==> src/rtl/ifetch_unit_pkg.sv <==
// Shared RV32I fetch definitions: datapath widths, reset PC and the FIFO entry layout.
// Used by ifetch_unit and fetch_fifo.
package ifetch_unit_pkg;

    localparam int unsigned XLEN             = 32;
    localparam logic [31:0] INSTR_BYTES      = 32'd4;
    localparam logic [31:0] DEFAULT_RESET_PC = 32'h0000_0000;

    // One prefetched instruction together with the address it was fetched from.
    typedef struct packed {
        logic [XLEN-1:0] pc;
        logic [XLEN-1:0] instr;
    } fetch_entry_t;

    localparam int unsigned ENTRY_W = $bits(fetch_entry_t);

    // Instructions are word aligned, so the two low address bits are forced to zero.
    function automatic logic [XLEN-1:0] align_pc(input logic [XLEN-1:0] pc);
        return {pc[XLEN-1:2], 2'b00};
    endfunction

endpackage

==> src/rtl/ifetch_unit_fetch_fifo.sv <==
// Prefetch FIFO: synchronous, power-of-two depth, pointers carry one wrap bit
// so full and empty are distinguished without a separate counter.
module fetch_fifo #(
    parameter int WIDTH = 64,
    parameter int DEPTH = 2
) (
    input  logic             clk,
    input  logic             reset_n,
    input  logic             i_push,
    input  logic             i_pop,
    input  logic             i_flush,
    input  logic [WIDTH-1:0] i_data,
    output logic [WIDTH-1:0] o_head,
    output logic             o_full,
    output logic             o_empty
);

    localparam int AW = $clog2(DEPTH);

    logic [AW:0]      r_wr_ptr;
    logic [AW:0]      r_rd_ptr;
    logic [WIDTH-1:0] r_mem [DEPTH];

    logic w_do_push;
    logic w_do_pop;

    assign o_empty = (r_wr_ptr == r_rd_ptr);
    assign o_full  = (r_wr_ptr[AW-1:0] == r_rd_ptr[AW-1:0]) &&
                     (r_wr_ptr[AW] != r_rd_ptr[AW]);

    // A pop frees the slot being written, so full-with-pop may still accept a push.
    assign w_do_pop  = i_pop & ~o_empty & ~i_flush;
    assign w_do_push = i_push & ~i_flush & (~o_full | w_do_pop);

    // NOTE: state registers use non-blocking assignments so every flop samples
    // pre-edge values; blocking here would make the result depend on statement order.
    always_ff @(posedge clk or negedge reset_n) begin
        if (!reset_n) begin
            r_wr_ptr <= '0;
            r_rd_ptr <= '0;
        end else if (i_flush) begin
            r_wr_ptr <= '0;
            r_rd_ptr <= '0;
        end else begin
            if (w_do_push) r_wr_ptr <= r_wr_ptr + 1'b1;
            if (w_do_pop)  r_rd_ptr <= r_rd_ptr + 1'b1;
        end
    end

    // NOTE: the storage array is deliberately not reset; stale contents are never
    // observable because the head is masked whenever the pointers say empty.
    always_ff @(posedge clk) begin
        if (w_do_push) r_mem[r_wr_ptr[AW-1:0]] <= i_data;
    end

    assign o_head = o_empty ? '0 : r_mem[r_rd_ptr[AW-1:0]];

endmodule

==> src/rtl/ifetch_unit.sv <==
// Instruction-fetch front end: fetch PC, imem addressing, prefetch FIFO and redirect.
// Optional build macro IFETCH_HALT_EN stops fetching after an all-zero instruction word.
module ifetch_unit
    import ifetch_unit_pkg::*;
#(
    parameter logic [31:0] RESET_PC = DEFAULT_RESET_PC,
    parameter int          DEPTH    = 2
) (
    input  logic        clk,
    input  logic        reset_n,
    output logic [31:0] imem_addr,
    input  logic [31:0] imem_instr,
    input  logic        redirect_valid,
    input  logic [31:0] redirect_pc,
    output logic        instr_valid,
    input  logic        instr_ready,
    output logic [31:0] instr,
    output logic [31:0] instr_pc,
    output logic        halted
);

    logic [31:0]  r_fetch_pc;
    logic         w_pop;
    logic         w_push;
    logic         w_full;
    logic         w_empty;
    logic         w_halted;
    fetch_entry_t w_wr_entry;
    fetch_entry_t w_head;

    assign imem_addr   = r_fetch_pc;
    assign instr_valid = ~w_empty;
    assign instr       = w_head.instr;
    assign instr_pc    = w_head.pc;
    assign halted      = w_halted;

    assign w_pop  = instr_valid & instr_ready;
    assign w_push = ~redirect_valid & ~w_halted & (~w_full | w_pop);

    assign w_wr_entry.pc    = r_fetch_pc;
    assign w_wr_entry.instr = imem_instr;

    always_ff @(posedge clk or negedge reset_n) begin
        if (!reset_n) begin
            r_fetch_pc <= align_pc(RESET_PC);
        end else if (redirect_valid) begin
            r_fetch_pc <= align_pc(redirect_pc);
        end else if (w_push) begin
            r_fetch_pc <= r_fetch_pc + INSTR_BYTES;
        end
    end

`ifdef IFETCH_HALT_EN
    logic r_halted;

    // The zero word itself is still queued; only the fetches after it stop.
    always_ff @(posedge clk or negedge reset_n) begin
        if (!reset_n) begin
            r_halted <= 1'b0;
        end else if (redirect_valid) begin
            r_halted <= 1'b0;
        end else if (w_push && (imem_instr == '0)) begin
            r_halted <= 1'b1;
        end
    end

    assign w_halted = r_halted;
`else
    assign w_halted = 1'b0;
`endif

    fetch_fifo #(
        .WIDTH (ENTRY_W),
        .DEPTH (DEPTH)
    ) u_fetch_fifo (
        .clk     (clk),
        .reset_n (reset_n),
        .i_push  (w_push),
        .i_pop   (w_pop),
        .i_flush (redirect_valid),
        .i_data  (w_wr_entry),
        .o_head  (w_head),
        .o_full  (w_full),
        .o_empty (w_empty)
    );

endmodule
==> config.mk <==
export PLATFORM = sky130hd
export DESIGN_NAME = ifetch_unit
export DESIGN_NICKNAME = d
export VERILOG_FILES = /design/src/rtl/ifetch_unit_pkg.sv /design/src/rtl/ifetch_unit_fetch_fifo.sv /design/src/rtl/ifetch_unit.sv
export SDC_FILE = /design/constraint.sdc
export NUM_CORES = 1
export LEC_CHECK = 0
export ABC_AREA = 0
export CAP_MARGIN = 20
export CORE_MARGIN = 1
export CORE_UTILIZATION = 55
export CTS_BUF_LIST = sky130_fd_sc_hd__clkbuf_16
export DETAILED_ROUTE_END_ITERATION = 6
export DONT_BUFFER_PORTS = 1
export PLACE_DENSITY = 0.74
export SYNTH_ARGS = -nofsm -noshare
export SYNTH_HDL_FRONTEND = slang
export SYNTH_SLANG_ARGS = --single-unit
==> constraint.sdc <==
create_clock -name clk -period 5.65 [get_ports clk]
set_input_delay 0.8475 -clock clk [delete_from_list [all_inputs] [get_ports clk]]
set_output_delay 0.8475 -clock clk [all_outputs]
set_load 0.01 [all_outputs]
After elaboration in Yosys (flattened, before gate mapping)
Memories as Yosys holds them, arrays and structs flattened.
Cells that the tools add are included.
- shifts and indexed selects: 0
- mux-type cells: 9
- div/mod/pow operators: 0
- add/sub/neg operators: 3
- reduce and logical (&&, ||, !) cells: 4
- multiply operators: 0
- equality and inequality tests: 3
- bitwise operators: 11
- $lt $le $gt $ge: 0
- operators with widths (operator ; count):
    $mux 32 ; 2
    $mux 64 ; 1
    $add 32x3->32 const B ; 1
    $mux 2 ; 4
    $and 1x1->1 ; 6
    $reduce_bool 2->1 ; 3
    $add 2x1->2 const B ; 2
    $not 1->1 ; 3
    $eq 2x2->1 ; 1
    $mux 1 ; 2
    $or 1x1->1 ; 2
    $eq 1x1->1 ; 1
    $logic_and 1x1->1 ; 1
    $ne 1x1->1 ; 1
- RAM bits: 128
- logic and storage cells: 34
- flip-flop bits (word level): 36
- bits in latches: 0
- memories: 1
- memory bits (read-only): 0
- input port bits: 68
- memories (memory ; depth ; bits a word ; rd ports ; clocked after Yosys merged registers in ; write ports ; line ; source):
    u_fetch_fifo.r_mem ; 2 ; 64 ; 1 ; 0 ; 1 ; ifetch_unit_fetch_fifo.sv:22 ; logic [WIDTH-1:0] r_mem [DEPTH];

Longest topological paths before layout
Gate-level depths: netlist of the first run.
- depth after elaboration: 9
- gate-level depth with buffers: 7

By module
Synthesis of the first run repeated with hierarchy kept, for this count alone.
- cell total of the unflattened synthesis: 517
- area, all modules: 6956.7 um^2
- by module, submodules not included (module ; cells each ; instances ; area each (um^2)):
    fetch_fifo ; 306 ; 1 ; 5137.4
    ifetch_unit ; 211 ; 1 ; 1819.2

Least setup slack after synthesis of the first run
OpenSTA, ideal clock, no wires.
- path type: input -> register
- start point: input port redirect_valid
- end point: memory u_fetch_fifo.r_mem[1][0], enable pin
- required time: 5.079 ns
- setup time: 0.571 ns
- stages: 4
- path slack: -0.928 ns
- data arrival time: 6.007 ns
- cell sequence: clkbuf_1 clkbuf_1 clkbuf_1 nor3b_1
- word-level cells in the longest chain between the ends: 6
- ends and longest elaborated chain (item ; line ; source):
    start, declared ; ifetch_unit.sv:13 ; input logic redirect_valid,
    $not 1->1 * ; ifetch_unit_fetch_fifo.sv:32, ifetch_unit_fetch_fifo.sv:33, ifetch_unit.sv:38 ;
    $and 1x1->1, on equally long branches ; ifetch_unit.sv:38, ifetch_unit_fetch_fifo.sv:32 ;
    $and 1x1->1 or $or 1x1->1 (tied branches) ; ifetch_unit_fetch_fifo.sv:33 ; assign w_do_push = i_push & ~i_flush & (~o_full | w_do_pop);
    $and 1x1->1 * ; ifetch_unit_fetch_fifo.sv:33 ;
    $mux 1 * ; ifetch_unit_fetch_fifo.sv:53 ; if (w_do_push) r_mem[r_wr_ptr[AW-1:0]] <= i_data;
    $mux 1 (not written as such) * ; ifetch_unit_fetch_fifo.sv:53 ;
    end, declared ; ifetch_unit_fetch_fifo.sv:22 ;
Mark *: on every way between the ends. The rest lies on a longest branch, timed or not.

Worst setup path after layout of the first run
- start point: register u_fetch_fifo.r_rd_ptr[0]
- end point: output port instr_pc[29]
- word-level cells in the longest chain between the ends: 2
- ends and longest elaborated chain (item ; line ; source):
    start, declared ; ifetch_unit_fetch_fifo.sv:21 ; logic [AW:0] r_rd_ptr;
    start signal, assigned ; ifetch_unit_fetch_fifo.sv:46 ; if (w_do_pop) r_rd_ptr <= r_rd_ptr + 1'b1;
    $mem_v2 2x64 or $eq 2x2->1 (tied branches) ; - ;
    $mux 64 * ; ifetch_unit_fetch_fifo.sv:56 ; assign o_head = o_empty ? '0 : r_mem[r_rd_ptr[AW-1:0]];
    end, declared ; ifetch_unit.sv:18 ; output logic [31:0] instr_pc,
Marks and branches as above.

==> metrics, run 1 <==
result of the run completed; mean instance size in the synthesized netlist roughly 13 um^2; post-route antenna net violation count 0; clock buffer depth 2; final critical path time including I/O delays and setup about 3.3 ns; Hold Buf Count CTS 0; Leak Pwr around 2.6 nW; wire length of the first global-routing pass about 21 mm; met2 WL post-DR 7.02 mm; FF-to-FF Start u_fetch_fifo.r_rd_ptr[0]$_DFFE_PN0P_; Cell Area, Synth roughly 6800 um^2; routed vias just over 4,000; overall fraction of global-route tracks in use approximately 22%; Area growth syn-to-layout 11.1%; Synth Area in Compound Gates 6.22%; Reg2Reg Setup Slack about 3 ns; Post-Syn Instances 512; share of synthesized area spent on multiplexers a little under a tenth; Fmax ~300 MHz; nets@finish ~580; cell depth of the worst flop-to-flop path 4; Cells after DPL roughly 640; initial core utilization 56.6%; layout cell share with drive strength beyond 1 about a tenth; internal portion of total power 2.51 mW; TritonCTS clock tree done; area share of the leading cell type in the synthesized netlist between 50% and 60%; # H-tree levels 4; most common cell after layout, fill and taps aside edfxtp_1; relative max-transition margin 34.3%; max-capacitance violation count 0; portion of the post-synthesis area used by sequential elements about two thirds; number of distinct library cells after synthesis between 40 and 50; type of the worst min-delay path input pin to async pin; number of global-route vias before repair between 4,000 and 5,000; clock input transition at the sequential cells of the worst setup and hold paths ~0.060 ns; async set-reset flop share out of synthesis roughly 22%; accumulated negative setup slack 0 ns; maximum ir drop on the vdd rail about 0.25 mV; routed metal-1 wirelength approximately 5.2 mm; share of synthesized cell area in full adder, half adder and majority cells 0.184%; 1st-iter DRT viols around 310; Initial DRT Pass Iterations 7; CP Data Arrival Time 2.50 ns; cts repair resizes 0; unrepaired setup endpoints after global routing no; Worst-Margin Slew about 0.98 ns; Comb pwr share between 20% and 30%; Die Span Y 113 um; clock insertion delay at the later pin of the skew report slightly above 0.4 ns; element type at the critical path start register; setup slack after placement about 2.1 ns; post-CTS repair timing setup buffer count 0; WL final approximately 14 mm; port buffer count 0; leading cell types in the layout, fill and taps excluded edfxtp_1 (124), nor2_1 (85), mux2i_1 (63); Clock Root Buffer clkbuf_16; portion of total power attributed to the clock network 29.3%; Finished Cell Area 7560 um^2; number of remaining DRC errors 0; IO Count between 150 and 200; uppermost layer routed met4; simple-gate area share of the yosys netlist between 10% and 20%; final number of max-transition violations 0; number of enable flip-flop cells after synthesis roughly 120; number of antenna violations at the first check in global routing 0; CP Max Fanout 59; total placed instance area just under 7000 um^2; routed len/inst slightly above 20 um; final core utilization ~63%; Setup Viol. Count Final 0; leading cell types by total area after synthesis edfxtp_1 (55%), dfrtp_1 (13%), mux2i_1 (9.3%); number of register bits inferred by synthesis 158; final worst setup slack approximately 2.3 ns; prevailing post-synth register cell edfxtp_1; startpoint-to-endpoint class of the critical path register to output port; xor/xnor share of the synthesized area about 1.7%; final worst-path cycle share between 50% and 60%; endpoint class of the critical path output port; largest family of logic cells by synthesized area simple AND/OR/NAND/NOR gates; area of the die approximately 13,000 um^2; total net switching power ~1.4 mW; number of clock sinks ~160; endpoint of the most critical register-to-register path u_fetch_fifo.r_mem[1][16]$_DFFE_PP_; cell area power density around 500 nW/um^2; cell type with the highest aggregate area in the netlist edfxtp_1; power share of the sequential group approximately 43%; largest net degree at the start of global routing between 60 and 70; die width 113 um; synthesis warning total 0; switching part of the total a little over a third; Non-Filler Instances 668; number of antenna repair diodes 0; clock buffer count from CTS 17; endpoints failing hold 0; Post-DP HPWL around 8.9 mm; Overflow after GRT 0; number of standard-cell rows in the floorplan 40; critical path data required time 4.80 ns; RD Place Congestion between 0.7 and 0.8; wire length on met3 approximately 1.4 mm; Worst Clk Skew 0.0145 ns; detail-routed via count per cell 6.22; Floorplan Core Area about 12,000 um^2
-- layer usage --
metal	track usage, %	vias up
met5	0	-
met4	7.28	0
met3	9.59	12
met2	37.4	179
met1	24.9	2040
li1	-	1925
-- final cells by class --
cell class,instances,area (um^2)
flip-flops and latches,158,4580
repair buffers,8,80.1
inverters,4,15.0
clock buffers,17,425
fillers,891,4450
clock inverters,15,170
well taps,147,184
multi-input cells,319,2100
-- sequential cells by signal, summed over array words and instances, names as in the netlist --
register               cells
u_fetch_fifo.r_mem       124
imem_addr                 30
u_fetch_fifo.r_rd_ptr      2
u_fetch_fifo.r_wr_ptr      2
-- synth_stat cells (2+ instances only) --
cell type and count:
and4_1 4, mux2i_1 63, buf_4 5, o41ai_1 2, buf_2 4, nand3_1 13, or2_2 2, o21ai_0 13
xnor2_1 2, or3_1 3, o211ai_1 5, o311ai_0 2, and3_1 3, inv_1 3, buf_1 8, nor3_1 3
clkbuf_1 16, a221oi_1 2, dfrtp_1 34, xor2_1 9, or4_1 21, or4_2 2, nand4_1 7, nor2_1 86
o31ai_1 17, a31oi_1 17, nand2_1 21, nor2b_1 6, edfxtp_1 124
-- metrics by stage --
stage	hold slack, ns	total power [mW]
finish	0.124	3.89
global route	0.0949	4.09
CTS	0.102	3.93
detailed placement	0.553	2.79
global placement	0.553	2.74
floorplan	0.534	2.53
-- power groups by stage --
| stage | logic (mW) | registers [mW] | clock network (mW) |
|---|---|---|---|
| finish | 1.10 | 1.66 | 1.14 |
| CTS | 1.05 | 1.72 | 1.16 |
| detailed placement | 1.05 | 1.74 | 0 |
| global route | 1.20 | 1.68 | 1.21 |
| global placement | 1.02 | 1.73 | 0 |
| floorplan | 0.924 | 1.61 | 0 |
-- cell families (layout without fill, tap and decap cells) --
logic type / after synthesis / after routing
xor gates and xnor gates: 12 / 12
adders and majority gates: 1 / 1
DFF: 158 / 158
buffers and inverters: 39 / 44
AOI/OAI and AO/OA: 62 / 62
other: 1 / 5
and+or+nand+nor: 176 / 176
muxes: 63 / 63
-- worst max-delay path by stage --
stage | startpoint | to | slack [ns] | cells after the start
after floorplan | redirect_valid | u_fetch_fifo.r_mem[0][0]$_DFFE_PP_ | 1.27 | 4
after global placement | u_fetch_fifo.r_rd_ptr[0]$_DFFE_PN0P_ | instr_pc[29] | 2.18 | 4
after detailed placement | u_fetch_fifo.r_rd_ptr[0]$_DFFE_PN0P_ | instr_pc[29] | 2.12 | 4
after CTS | u_fetch_fifo.r_rd_ptr[0]$_DFFE_PN0P_ | instr_pc[29] | 1.66 | 4
after global routing | u_fetch_fifo.r_rd_ptr[0]$_DFFE_PN0P_ | instr_pc[29] | 2.13 | 4
final | u_fetch_fifo.r_rd_ptr[0]$_DFFE_PN0P_ | instr_pc[29] | 2.31 | 4
-- worst max-delay path, stage by stage (launching register included) --
cell and delay [ns]:
dfrtp_4 0.77, xor2_2 0.50, nor2_4 0.11, buf_4 0.35, nor2_1 0.34
No activity file was read; power rests on OpenSTA's default activity.
==> run 2: changes to the inputs <==
Clock period 5.65 ns to 2.7 ns, I/O delays scaled along.
==> run 2 against run 1 <==
Effect of this change:
- die area unchanged
- sequential power grew 100%
- sequential share of layout area shrank 0.45 points
- critical path type unchanged
==> metrics, run 2 (synthesis gave the netlist of run 1 again) <==
Overall Power about 8 mW; number of antenna repair diodes 0; Hold Worst Slack around 0.045 ns; WL final roughly 14 mm; element type at the critical path start register; leading cell types in the layout, fill and taps excluded edfxtp_1 (124), nor2_1 (85), mux2i_1 (63); GR Util met1 approximately a quarter; CP Data Arrival Time ~2.2 ns; busiest metal layer after global routing met2; # H-tree levels 4; routed vias approximately 4,200; filler instances between 900 and 1,000; nets@finish 587; result of the run completed; number of clock sinks 158; final critical path time including I/O delays and setup roughly 2.6 ns; overall fraction of global-route tracks in use 22.9%; detail-routed via count per cell just over 6; clock input transition at the sequential cells of the worst setup and hold paths around 0.06 ns; initial core utilization 56.6%; fraction of met3 tracks used by global routing 8.62%; Worst-Margin Slew a little under 0.8 ns; final worst setup slack 0.136 ns; most common cell after layout, fill and taps aside edfxtp_1; clock buffer count from CTS 17; Initial DRT Pass Iterations 5; layout cell share with drive strength beyond 1 11.1%; setup slack after placement 0.204 ns; die width 113 um; endpoints failing hold 0; Fmax about 400 MHz; IO Count approximately 170; Leak Pwr 2.57 nW; Floorplan Core Area around 12,000 um^2; unrepaired setup endpoints after global routing no; Worst Clk Skew around 0.0083 ns; critical path data required time between 2 and 2.5 ns; endpoint class of the critical path output port; max-capacitance violation count 0; maximum ir drop on the vdd rail 0.454 mV; CP Max Fanout 22; cell area power density about 1000 nW/um^2; final number of max-transition violations 0; final worst-path cycle share approximately 95%; Die Span Y 113 um; type of the worst min-delay path input pin to register; clock insertion delay at the later pin of the skew report 0.43 ns; Non-Filler Instances just under 700; wire length of the first global-routing pass 21.6 mm; Setup Viol. Count Final 0; number of global-route vias before repair ~4,000; met2 Usage GRT between 30% and 40%; 1st-iter DRT viols approximately 400; largest net degree at the start of global routing 65; TritonCTS clock tree done; relative max-transition margin around 47%; number of remaining DRC errors 0; startpoint-to-endpoint class of the critical path register to output port; RD Place Congestion 0.812; number of antenna violations at the first check in global routing 0; Area growth syn-to-layout 12.0%; clock buffer depth 2; port buffer count 0; post-route antenna net violation count 0; Clock Root Buffer clkbuf_16; Overflow after GRT 0; Cells after DPL 643; routed len/inst approximately 20 um; max reg flops 124; post-CTS repair timing setup buffer count 0; Post-DP HPWL 8.83 mm; area of the die approximately 13,000 um^2; number of standard-cell rows in the floorplan 40
-- run 2: what timing repair did --
item                                    CTS  global route
resized for setup                         1             1
endpoints found under the setup margin   63            11
hold endpoints to repair                 34             0
pin swaps                                 1             0
hold buffers                              2             0
gates cloned                              1             0
-- run 2: layer usage --
layer	part of all wire (%)	up-vias
met1	39	2041
met3	9.0	13
met4	1.4	0
li1	-	1944
met2	50	175
met5	0	-
-- run 2: path summary, 6_finish.rpt --
check | startpoint | end | slack, ns | depth (start not counted)
max | u_fetch_fifo.r_rd_ptr[1]$_DFFE_PN0P_ | instr[10] | 0.14 | 4
min | redirect_valid | u_fetch_fifo.r_rd_ptr[0]$_DFFE_PN0P_ | 0.04 | 1
max reg2reg | imem_addr[10]$_DFFE_PN0P_ | imem_addr[23]$_DFFE_PN0P_ | 0.35 | 4
min reg2reg | imem_addr[31]$_DFFE_PN0P_ | u_fetch_fifo.r_mem[1][63]$_DFFE_PP_ | 0.62 | 0
max in group asynchronous | reset_n | u_fetch_fifo.r_rd_ptr[0]$_DFFE_PN0P_ | 2.06 | 2
min in group asynchronous | reset_n | imem_addr[21]$_DFFE_PN0P_ | 0.43 | 2
-- run 2: cell type report --
class	instances	area, um^2	share of cell area, %
well taps	147	184	2.41
flip-flops and latches	158	4580	60.1
clock inverters	15	81.3	1.07
multi-input cells	320	2130	28.0
inverters	4	15.0	0.197
clock buffers	17	425	5.59
repair buffers	17	196	2.58
-- run 2: power by group --
group          switching, mW  internal [mW]
clock network          0.900           1.14
logic                   1.80          0.762
registers              0.238           3.12
total                   2.94           5.03
-- run 2: per-stage QoR --
step,setup TNS (ns),utilization (%),area [um^2]
CTS,0,63.4,7610
finish,0,63.4,7620
floorplan,-30.26,-,6890
global route,0,63.4,7620
global placement,0,58.8,7060
detailed placement,0,58.8,7060
-- run 2: worst max-delay path, stage by stage, from the launching register on --
cell and delay (ns):
dfrtp_1 0.43, xor2_1 0.52, nor2_4 0.26, buf_4 0.27
nor2_1 0.24
